$ cat config.mk
export PLATFORM = sky130hd
export DESIGN_NAME = add2c_pipe
export DESIGN_NICKNAME = d
export VERILOG_FILES = /design/src/rtl/add2c_pipe.sv
export SDC_FILE = /design/constraint.sdc
export NUM_CORES = 1
export LEC_CHECK = 0
export CORE_UTILIZATION = 45
export CTS_CLUSTER_DIAMETER = 80
export DETAILED_ROUTE_END_ITERATION = 16
export HOLD_SLACK_MARGIN = 0.03
export PLACE_DENSITY = 0.72
export SLEW_MARGIN = 20
export SYNTH_ARGS = -nofsm -noshare
export SYNTH_HDL_FRONTEND = slang
export SYNTH_SLANG_ARGS = --single-unit
export TNS_END_PERCENT = 30
$ cat constraint.sdc
create_clock -name clk -period 8.65 [get_ports clk]
set_input_delay 2.595 -clock clk [delete_from_list [all_inputs] [get_ports clk]]
set_output_delay 2.595 -clock clk [all_outputs]
set_load 0.05 [all_outputs]
$ cat src/rtl/add2c_pipe.sv
`default_nettype none
// +----------------------------------------------------------------------------+
// | add2c_pipe: pipelined sign-magnitude float adder/subtractor (capture + 3   |
// | stages). Define ADD2C_PIPE_ROUND_EN for round-to-nearest-even, else trunc. |
// | Revision: 1.0                                                              |
// +----------------------------------------------------------------------------+
module add2c_pipe #(
  parameter int EXP_W  = 3,
  parameter int FRAC_W = 4
) (
  input  logic                  clk,
  input  logic                  rst,
  input  logic                  in_valid,
  output logic                  in_ready,
  input  logic [EXP_W+FRAC_W:0] x,
  input  logic [EXP_W+FRAC_W:0] y,
  input  logic                  sub,
  output logic                  out_valid,
  input  logic                  out_ready,
  output logic [EXP_W+FRAC_W:0] z,
  output logic                  ovf,
  output logic                  unf
);
  localparam int W  = 1 + EXP_W + FRAC_W;
  localparam int MW = FRAC_W + 4;   // {hidden, frac, guard, round, sticky}
  localparam int AW = FRAC_W + 5;
  localparam int XW = EXP_W + 7;    // signed headroom for exponent arithmetic

  logic                 w_en;
  logic                 r_v1, r_v2, r_v3, r_vo;
  logic [W-1:0]         r1_x, r1_y;
  logic                 w_x_big;
  logic [W-1:0]         w_big;
  logic [W-2:0]         w_sml;
  logic [EXP_W-1:0]     w_d;
  logic [MW-1:0]        w_ml, w_ms, w_ms_sh;
  logic                 w_lost;
  logic                 r2_sign, r2_op;
  logic [EXP_W-1:0]     r2_exp;
  logic [MW-1:0]        r2_ml, r2_ms;
  logic [AW-1:0]        w_sum;
  logic                 r3_sign;
  logic [EXP_W-1:0]     r3_exp;
  logic [AW-1:0]        r3_sum;
  logic [5:0]           w_lz;
  logic [MW-1:0]        w_nm;
  logic [XW-1:0]        w_ne, w_re;
  logic                 w_rup;
  logic [FRAC_W+1:0]    w_mr;
  logic [FRAC_W-1:0]    w_frac;
  logic [W-1:0]         w_z;
  logic                 w_ovf, w_unf;
  logic [W-1:0]         r_z;
  logic                 r_ovf, r_unf;

  assign w_en      = !r_vo || out_ready;
  assign in_ready  = w_en;
  assign out_valid = r_vo;
  assign z         = r_z;
  assign ovf       = r_ovf;
  assign unf       = r_unf;

  always_ff @(posedge clk or posedge rst) begin
    if (rst) begin
      r_v1 <= 1'b0;
      r1_x <= '0;
      r1_y <= '0;
    end else if (w_en) begin
      r_v1 <= in_valid;
      r1_x <= x;
      r1_y <= {y[W-1] ^ sub, y[W-2:0]};
    end
  end

  // Zero operands get a zero mantissa so they fall out of the normal add path.
  always_comb begin
    w_x_big = r1_x[W-2:0] > r1_y[W-2:0];
    w_big   = w_x_big ? r1_x : r1_y;
    w_sml   = w_x_big ? r1_y[W-2:0] : r1_x[W-2:0];
    w_d     = w_big[W-2:FRAC_W] - w_sml[W-2:FRAC_W];
    w_ml    = (w_big[W-2:0] == '0) ? '0 : {1'b1, w_big[FRAC_W-1:0], 3'b000};
    w_ms    = (w_sml == '0) ? '0 : {1'b1, w_sml[FRAC_W-1:0], 3'b000};
    w_ms_sh = w_ms >> w_d;
    w_lost  = |(w_ms & ~({MW{1'b1}} << w_d));
  end

  always_ff @(posedge clk or posedge rst) begin
    if (rst) begin
      r_v2    <= 1'b0;
      r2_sign <= 1'b0;
      r2_op   <= 1'b0;
      r2_exp  <= '0;
      r2_ml   <= '0;
      r2_ms   <= '0;
    end else if (w_en) begin
      r_v2    <= r_v1;
      r2_sign <= w_big[W-1];
      r2_op   <= r1_x[W-1] ^ r1_y[W-1];
      r2_exp  <= w_big[W-2:FRAC_W];
      r2_ml   <= w_ml;
      r2_ms   <= w_ms_sh | {{(MW-1){1'b0}}, w_lost};
    end
  end

  assign w_sum = r2_op ? ({1'b0, r2_ml} - {1'b0, r2_ms})
                       : ({1'b0, r2_ml} + {1'b0, r2_ms});

  always_ff @(posedge clk or posedge rst) begin
    if (rst) begin
      r_v3    <= 1'b0;
      r3_sign <= 1'b0;
      r3_exp  <= '0;
      r3_sum  <= '0;
    end else if (w_en) begin
      r_v3    <= r_v2;
      r3_sign <= r2_sign;
      r3_exp  <= r2_exp;
      r3_sum  <= w_sum;
    end
  end

  always_comb begin
    w_lz = '0;
    for (int i = 0; i < MW; i++) begin
      if (r3_sum[i]) w_lz = 6'(MW - 1 - i);
    end
    if (r3_sum[AW-1]) begin
      w_nm = r3_sum[AW-1:1] | {{(MW-1){1'b0}}, r3_sum[0]};
      w_ne = {{(XW-EXP_W){1'b0}}, r3_exp} + {{(XW-1){1'b0}}, 1'b1};
    end else begin
      w_nm = r3_sum[MW-1:0] << w_lz;
      w_ne = {{(XW-EXP_W){1'b0}}, r3_exp} - {{(XW-6){1'b0}}, w_lz};
    end
  end

`ifdef ADD2C_PIPE_ROUND_EN
  assign w_rup = w_nm[2] & (w_nm[1] | w_nm[0] | w_nm[3]);
`else
  logic w_grs_unused;
  assign w_grs_unused = ^w_nm[2:0];
  assign w_rup        = 1'b0;
`endif

  // A rounding carry out of all-ones fraction bumps the exponent and may overflow.
  always_comb begin
    w_mr = {1'b0, w_nm[MW-1:3]} + {{(FRAC_W+1){1'b0}}, w_rup};
    if (w_mr[FRAC_W+1]) begin
      w_frac = w_mr[FRAC_W:1];
      w_re   = w_ne + {{(XW-1){1'b0}}, 1'b1};
    end else begin
      w_frac = w_mr[FRAC_W-1:0];
      w_re   = w_ne;
    end
    w_z   = '0;
    w_ovf = 1'b0;
    w_unf = 1'b0;
    if (r3_sum != '0) begin
      if (w_re[XW-1]) begin
        w_unf = 1'b1;
      end else if (|w_re[XW-2:EXP_W]) begin
        w_z   = {r3_sign, {(W-1){1'b1}}};
        w_ovf = 1'b1;
      end else begin
        w_z = {r3_sign, w_re[EXP_W-1:0], w_frac};
      end
    end
  end

  always_ff @(posedge clk or posedge rst) begin
    if (rst) begin
      r_vo  <= 1'b0;
      r_z   <= '0;
      r_ovf <= 1'b0;
      r_unf <= 1'b0;
    end else if (w_en) begin
      r_vo  <= r_v3;
      r_z   <= w_z;
      r_ovf <= w_ovf;
      r_unf <= w_unf;
    end
  end
endmodule
`default_nettype wire
==> impl_results.md <==
* Worst clock skew at 0.0108 ns
* Endpoints failing setup at 0
* Initial Utilization at 0.467
* Clk buf depth at 2
* I/O Pins at 33
* Clock Latency Late Sink at 0.34 ns
* Synth warnings at 0
* Row cnt at 33
* Sequential area share after synthesis at 0.395
* Total track usage at 0.198
* # resized after CTS at 0
* Cell area power density at 460 nW/um2
* Final Hold Fails at 0
* Final Util at 0.540
* Startpoint Class: input pin
* Die width at 94.6 um
* Yosys cell types at 61
* Initial antenna violation count at 0
* Relative slew slack at 0.488
* Layout Nets at 502
* Area leader, netlist: dfrtp_1
* Vias in the first global route at 3016
* Crit path time final at 7.11 ns
* # Post-CTS Setup Buffers at 0
* Drt drc at 0
* Clock Pin Slew Worst Setup and Hold Paths at 0.07 ns
* H-Tree Depth at 3
* Largest net degree at the start of global routing at 64
* DRT Wirelength at 7.90 mm
* CTS tree: yes
* Buffers on Ports at 32
* Core Footprint at 8260 um2
* Mapped Nets at 480
* Clock root cell: clkbuf_8
* Post-synth EDFFs at 0
* Yosys reg bits at 61
* Dpl hpwl at 5.42 mm
* Vias at 3135
* Routability cong. at 0.831
* DRC violation total after the first TritonRoute iteration at 163
* Cell with the most instances after synthesis: nand2_1
* Worst hold-check path type: flip-flop to flip-flop
* Top-area cell type share of the netlist area at 0.395
* Setup tns final at 0 ns
* Fin crit share at 0.822
* Top cells by count, synth: nand2_1, dfrtp_1, nor2_1, o21ai_0, a21oi_1
* # diodes at 0
* Max-slew violation count at 0
* Crit Path Max Fanout at 52
* Crit. End Element: output port
* Routed Antenna Nets at 0
* Die area at 8950 um2
* Grt total ovfl at 0
* Top FF cell, synth: dfrtp_1
* Cells after Synth at 439
* Worst Max-Slew Pin Slew at 0.767 ns
* First-pass GRT wire length at 13.9 mm
* Wire per inst at 13.9 um
* Area of the mapped netlist at 3860 um2
* Vias per cell at 5.50
* Drt pass-1 iters at 4
* Die span in y at 94.6 um
* RSZ-0062 raised after global routing: no
* CTS Hold Bufs at 0
* Top cells by area, synth: dfrtp_1, nand2_1, ha_1
* Layout area overhead at 15.5%
* Mean Syn Cell Area at 8.79 um2
* Max-cap violation count at 0
* Asr flop ratio synth at 1.00
* Status: finished clean
* IR drop worst, VDD at 0.182 mV
* CTS Sinks at 61
* Cts bufs inserted at 9
* Arrival @ worst endpoint at 4.52 ns
* Share of layout cells above drive strength 1 at 0.0796
* Pleak at 0.00197 uW
* Max frequency at 141 MHz
* Crit path required time at 6.06 ns
* Crit path kind: input pin to output port
[critical path, cell delays in order]
cell,delay [ns]
clkdlybuf4s50_1,0.50
nor2b_4,0.05
inv_1,0.05
buf_4,0.42
clkdlybuf4s50_1,0.90
[metrics by stage]
| step | area (um2) | cells | hold WS, ns | total power (uW) | worst slack, ns |
|---|---|---|---|---|---|
| after global routing | 4460 | 570 | 0.495 | 2240 | 1.41 |
| after detailed placement | 4240 | 555 | 0.451 | 1770 | 1.52 |
| after global placement | 4240 | 555 | 0.445 | 1740 | 1.53 |
| after floorplan | 3860 | 439 | 0.430 | 1520 | 2.17 |
| final | 4460 | 570 | 0.462 | 2050 | 1.54 |
| after CTS | 4460 | 570 | 0.467 | 2070 | 1.52 |
[path summary, 6_finish.rpt]
path / from / endpoint / slack [ns] / cells after the start
hold / removal: r_v3$_DFFE_PP0P_ / r_v3$_DFFE_PP0P_ / 0.46 / 2
max in group asynchronous: rst / r2_ml[3]$_DFFE_PP0P_ / 5.34 / 3
min in group asynchronous: rst / r_v2$_DFFE_PP0P_ / 2.79 / 3
setup reg to reg: r1_x[4]$_DFFE_PP0P_ / r2_ms[2]$_DFFE_PP0P_ / 5.07 / 10
setup / recovery: out_ready / in_ready / 1.54 / 5
hold reg to reg: r_v3$_DFFE_PP0P_ / r_v3$_DFFE_PP0P_ / 0.46 / 2
[cell type report]
class	instances	area (um2)
clock buffers	11	141
inverters	23	86.3
multi-input cells	331	2160
repair buffers	35	343
clock inverters	4	72.6
fillers	769	3800
well taps	105	131
flip-flops and latches	61	1530
[flip-flops by register name (all words and copies together), names as in the netlist]
| register | count |
|---|---|
| r2_sign | 1 |
| z | 8 |
| out_valid | 1 |
| r1_x | 8 |
| r2_op | 1 |
| ovf | 1 |
| r2_ml | 5 |
| r_v3 | 1 |
| r2_exp | 3 |
| r3_exp | 3 |
| r2_ms | 8 |
| r3_sum | 9 |
| unf | 1 |
| r3_sign | 1 |
| r_v1 | 1 |
| r1_y | 8 |
| r_v2 | 1 |
[cells in the final DEF (no fill, tap or decap), drive strengths merged, types with 5 or more instances in the layout]
| cell | n |
|---|---|
| nand2 | 85 |
| dfrtp | 61 |
| o21ai | 35 |
| nor2 | 33 |
| clkdlybuf4s50 | 32 |
| a21oi | 25 |
| inv | 22 |
| ha | 18 |
| mux2i | 17 |
| xnor2 | 14 |
| clkbuf | 11 |
| nor3 | 10 |
| a31oi | 7 |
| a21o | 6 |
| nand2b | 5 |
| nor2b | 5 |
[layer usage]
layer  up-vias  part of all wire  global-route usage
met3        11             0.032              0.0403
li1       1568                 -                   -
met1      1497              0.46               0.253
met5         -                 0                   0
met4         0             0.014              0.0657
met2        59              0.49               0.333
[logic make-up (layout without fill, tap and decap cells)]
group | count (synthesis) | count (layout) | share of synthesized area
AO/OA/AOI/OAI | 105 | 105 | 0.181
XOR/XNOR | 18 | 18 | 0.0428
adder cells (fa/ha/maj) | 20 | 20 | 0.0687
buffers and inverters | 47 | 73 | 0.0480
flip-flops | 61 | 61 | 0.395
multiplexers | 23 | 23 | 0.0674
AND/OR/NAND/NOR | 165 | 165 | 0.197
[power breakdown]
group | switching, uW | total (uW) | internal, uW
Clock | 109 | 277 | 168
Sequential | 141 | 556 | 415
Combinational | 685 | 1220 | 534
No activity file was read; power rests on OpenSTA's default activity.
